**src/rtl/slave_port.sv**
```systemverilog
// Bit-serial slave port: deserialises address/write data from the master link,
// drives one memory access, and serialises read data back MSB first.
`timescale 1ns/1ps
module slave_port #(
  parameter int ADDR_WIDTH = 12,
  parameter int DATA_WIDTH = 8
) (
  input  logic                  clk,
  input  logic                  rstn,
  input  logic                  swdata,
  input  logic                  smode,
  input  logic                  mvalid,
  output logic                  srdata,
  output logic                  svalid,
  input  logic [DATA_WIDTH-1:0] smemrdata,
  output logic                  smemwen,
  output logic                  smemren,
  output logic [ADDR_WIDTH-1:0] smemaddr,
  output logic [DATA_WIDTH-1:0] smemwdata
);

  localparam int MAX_W = (ADDR_WIDTH > DATA_WIDTH) ? ADDR_WIDTH : DATA_WIDTH;
  localparam int CNT_W = $clog2(MAX_W + 1);

  typedef enum logic [2:0] {IDLE, ADDR, WDATA, WRITE, RREQ, RWAIT, RRESP} state_t;

  state_t                state_reg, state_next;
  logic [CNT_W-1:0]      cnt_reg, cnt_next;
  logic                  mode_reg, mode_next;
  logic [ADDR_WIDTH-1:0] addr_reg, addr_next;
  logic [DATA_WIDTH-1:0] wdata_reg, wdata_next;
  logic [DATA_WIDTH-1:0] rdsr_reg, rdsr_next;
  logic [ADDR_WIDTH-1:0] maddr_reg, maddr_next;
  logic [DATA_WIDTH-1:0] mwdata_reg, mwdata_next;
  logic                  wen_reg, wen_next;
  logic                  ren_reg, ren_next;

  logic [ADDR_WIDTH-1:0] addr_shift;
  logic [DATA_WIDTH-1:0] wdata_shift;
  logic [CNT_W-1:0]      cnt_inc;

  assign addr_shift  = {addr_reg[ADDR_WIDTH-2:0], swdata};
  assign wdata_shift = {wdata_reg[DATA_WIDTH-2:0], swdata};
  assign cnt_inc     = cnt_reg + CNT_W'(1);

  always_ff @(posedge clk or negedge rstn) begin
    if (!rstn) begin
      state_reg  <= IDLE;
      cnt_reg    <= '0;
      mode_reg   <= 1'b0;
      addr_reg   <= '0;
      wdata_reg  <= '0;
      rdsr_reg   <= '0;
      maddr_reg  <= '0;
      mwdata_reg <= '0;
      wen_reg    <= 1'b0;
      ren_reg    <= 1'b0;
    end else begin
      state_reg  <= state_next;
      cnt_reg    <= cnt_next;
      mode_reg   <= mode_next;
      addr_reg   <= addr_next;
      wdata_reg  <= wdata_next;
      rdsr_reg   <= rdsr_next;
      maddr_reg  <= maddr_next;
      mwdata_reg <= mwdata_next;
      wen_reg    <= wen_next;
      ren_reg    <= ren_next;
    end
  end

  always_comb begin
    state_next  = state_reg;
    cnt_next    = cnt_reg;
    mode_next   = mode_reg;
    addr_next   = addr_reg;
    wdata_next  = wdata_reg;
    rdsr_next   = rdsr_reg;
    maddr_next  = maddr_reg;
    mwdata_next = mwdata_reg;
    wen_next    = 1'b0;
    ren_next    = 1'b0;

    case (state_reg)
      IDLE: begin
        // The first address bit arrives with the first mvalid cycle.
        if (mvalid) begin
          mode_next  = smode;
          addr_next  = addr_shift;
          cnt_next   = CNT_W'(1);
          state_next = ADDR;
        end
      end
      ADDR: begin
        if (!mvalid) begin
          state_next = IDLE;
        end else begin
          addr_next = addr_shift;
          cnt_next  = cnt_inc;
          if (cnt_reg == CNT_W'(ADDR_WIDTH - 1)) begin
            cnt_next = '0;
            if (mode_reg) begin
              state_next = WDATA;
            end else begin
              // Enable and address are registered so they are valid during RREQ.
              maddr_next = addr_shift;
              ren_next   = 1'b1;
              state_next = RREQ;
            end
          end
        end
      end
      WDATA: begin
        if (!mvalid) begin
          state_next = IDLE;
        end else begin
          wdata_next = wdata_shift;
          cnt_next   = cnt_inc;
          if (cnt_reg == CNT_W'(DATA_WIDTH - 1)) begin
            cnt_next    = '0;
            maddr_next  = addr_reg;
            mwdata_next = wdata_shift;
            wen_next    = 1'b1;
            state_next  = WRITE;
          end
        end
      end
      WRITE: state_next = IDLE;
      RREQ:  state_next = RWAIT;
      RWAIT: begin
        rdsr_next  = smemrdata;
        cnt_next   = '0;
        state_next = RRESP;
      end
      RRESP: begin
        rdsr_next = {rdsr_reg[DATA_WIDTH-2:0], 1'b0};
        cnt_next  = cnt_inc;
        if (cnt_reg == CNT_W'(DATA_WIDTH - 1)) begin
          cnt_next   = '0;
          state_next = IDLE;
        end
      end
      default: state_next = IDLE;
    endcase
  end

  assign svalid    = (state_reg == RRESP);
  assign srdata    = svalid & rdsr_reg[DATA_WIDTH-1];
  assign smemwen   = wen_reg;
  assign smemren   = ren_reg;
  assign smemaddr  = maddr_reg;
  assign smemwdata = mwdata_reg;

endmodule

```
**config.mk**
```make
export PLATFORM = sky130hd
export DESIGN_NAME = slave_port
export DESIGN_NICKNAME = d
export VERILOG_FILES = /design/src/rtl/slave_port.sv
export SDC_FILE = /design/constraint.sdc
export NUM_CORES = 1
export LEC_CHECK = 0
export CAP_MARGIN = 20
export CORE_MARGIN = 3
export CORE_UTILIZATION = 40
export DETAILED_ROUTE_END_ITERATION = 8
export PLACE_DENSITY = 0.62
export SLEW_MARGIN = 20
export SYNTH_ARGS = -nofsm -noshare
export SYNTH_HDL_FRONTEND = slang
export SYNTH_SLANG_ARGS = --single-unit
```
**constraint.sdc**
```tcl
create_clock -name clk -period 3.6 [get_ports clk]
set_input_delay 0.36 -clock clk [delete_from_list [all_inputs] [get_ports clk]]
set_output_delay 0.36 -clock clk [all_outputs]
set_load 0.02 [all_outputs]
```
==> reports/results.ini <==
[outcome]
status = finished, final reports clean

[global_route]
grtUsageMet3 = 0.0417
use_met1 = 0.189
grt_util_all_layers = 0.135
grt_pass1_wl_microns = 8980
grt_pass1_vias = 1854
grt.overflow.total = 0
grt_use_met2 = 0.197
global_route.peak_usage_layer = met2
antenna_found_initial = 0
grt_max_degree = 35

[job]
max_cap_viol_count = 0

[setup_path]
cp_slowest_cell = dfrtp_1
startpoint_type = flop
reg2regPathDepth = 5
rr_startpoint = state_reg[2]$_DFFE_PN0P_
end_kind = output pin
r2r_end = smemwdata[7]$_DFFE_PN0P_
worstPathArrival_ns = 2.31
crit_type = reg2out
crit_chain = and2b_4 > and3_1 > clkdlybuf4s50_1
max_stage_delay_ns = 0.94
regToRegSetupSlack_ns = 1.28
critPathMaxFanout = 28
crit_required_ns = 3.24

[timing]
finalSetupTns_ns = 0
fin_skew_ns = 0.0113
worst_pin_slew_ns = 0.969
max-slew-margin-rel = 0.354
finalHoldViolCount = 0
fin_crit_sh = 0.741
rsz0062_at_grt = false
layout_min_cycle_time_ns = 2.67
final_max_slew_viol_count = 0
fmax_ghz = 0.375
final-setup-viol-count = 0

[synthesis]
synthCells = 257
async_reset_ff_frac = 1.00
syn_nets = 271
yosys.cell_types.count = 43
synth_edf_count = 0
yosys_warnings = 0
netlist_area_sq_mm = 0.00282
synth_common_cells = dfrtp_1, nand2_1, mux2_4
synth_area_per_cell_sq_um = 11.0
synth_seq_cells = 57
synth_top_area_frac = 0.505
yosysTopAreaCell = dfrtp_1
synthTopCellsByArea = dfrtp_1, mux2_4, nand2_1
synth.most_common_cell = dfrtp_1
synth_ff_type = dfrtp_1
yosysSeqAreaShare = 0.505

[routing]
ant_nets = 0
wl_microns = 5140
vias_per_cell = 4.97
drt_iter0_markers = 100
drc = 0
via_count = 1950
first_pass_iters = 5
wl_per_cell_microns = 13.1

[floorplanning]
dieArea_sq_mm = 0.00810
die_w_microns = 90.0
die_height_microns = 90.0
coreArea_sq_mm = 0.00660
start_util = 0.428
rows = 29
io_pins = 37

[layout]
register_area_sq_mm = 0.00143
multi_input_area_sq_mm = 0.00127
fillCellCount = 603
final_nets = 308
drive_above_1_share = 0.201
n_antenna_cell = 0
post-route-util = 0.524
syn2layout_area_growth_pct = 22.6

[cts]
root_buffer = clkbuf_8
cts_buffers = 9
h-tree-depth = 3
numClockSinks = 57
holdBufCountCts = 0
cts_setup_buffers = 0
ctsLongestPathBuffers = 2
cts_tree = yes
cts_resized = 0
clk_latency_ns = 0.33
cts.clk_slew.worst_paths_ns = 0.07

[power]
power_density_mw_per_mm2 = 632
power.leakage_nw = 1.68
finalPower_mw = 2.19
vdd_ir_drop_max_mv = 0.291

[placement]
place_congestion = 0.788
hpwl_microns = 3440
io_buffer_count = 36

[hold_path]
hold_path_class = in2async

## cells by family (layout without fill, tap and decap cells)
kind of cell | after synthesis | in the layout | synth area share
and+or+nand+nor | 82 | 82 | 0.145
DFF | 57 | 57 | 0.505
AOI/OAI and AO/OA | 49 | 49 | 0.114
muxes | 40 | 40 | 0.183
buffers and inverters | 27 | 69 | 0.0443
adders and majority gates | 1 | 1 | 0.00443
xor gates and xnor gates | 1 | 1 | 0.00310
## through the flow
step / setup slack (ns) / std cells / area [sq um] / hold WS (ns)
2_1_floorplan: 1.91 / 257 / 2820 / 0.0644
3_3_place_gp: 1.32 / 376 / 3250 / 0.453
3_5_place_dp: 1.29 / 376 / 3250 / 0.461
4_1_cts: 0.904 / 392 / 3460 / 0.117
5_1_grt: 0.779 / 392 / 3460 / 0.149
6_report: 0.932 / 392 / 3460 / 0.0948
## placed cells by master, fill, tap and decap left out, types with 9 or more instances in the layout
cell type,instances
dfrtp_1,57
nand2_1,49
clkdlybuf4s50_1,35
mux2_4,18
mux2_2,13
nor2_1,12
clkbuf_8,12
inv_1,11
mux2_1,9
a21oi_1,9
## final cells by class
type | count | share of cell area
flip-flops and latches | 57 | 0.412
multi-input cells | 173 | 0.368
repair buffers | 41 | 0.114
clock buffers | 14 | 0.0499
well taps | 93 | 0.0336
inverters | 12 | 0.0130
clock inverters | 2 | 0.0101
## worst max-delay path: cells and delay by family (launching register included)
| family | cells | cell delay [ns] |
|---|---|---|
| and+or+nand+nor | 2 | 0.50 |
| buffers and inverters | 1 | 0.54 |
| DFF | 1 | 0.94 |
## per-layer routing
metal	vias to the layer above	routed length (microns)
met4	0	53
met3	4	255
met2	54	2220
li1	971	-
met1	921	2610
met5	-	0
## how the worst max path moves through the flow
stage | from | slack [ns] | end | depth (start not counted)
finish | state_reg[0]$_DFFE_PN0P_ | 0.93 | srdata | 3
global route | state_reg[0]$_DFFE_PN0P_ | 0.78 | srdata | 3
CTS | state_reg[0]$_DFFE_PN0P_ | 0.90 | srdata | 3
detailed placement | state_reg[2]$_DFFE_PN0P_ | 1.29 | smemwdata[7]$_DFFE_PN0P_ | 5
global placement | state_reg[0]$_DFFE_PN0P_ | 1.32 | srdata | 3
floorplan | cnt_reg[0]$_DFFE_PN0P_ | 1.91 | smemaddr[10]$_DFFE_PN0P_ | 6
## where the power goes
group / switching, mW / leakage (nW) / internal [mW]
combinational: 0.293 / 0.803 / 0.285
sequential: 0.200 / 0.772 / 0.791
clock: 0.241 / 0.107 / 0.376
(Power assumes the default switching activity.)
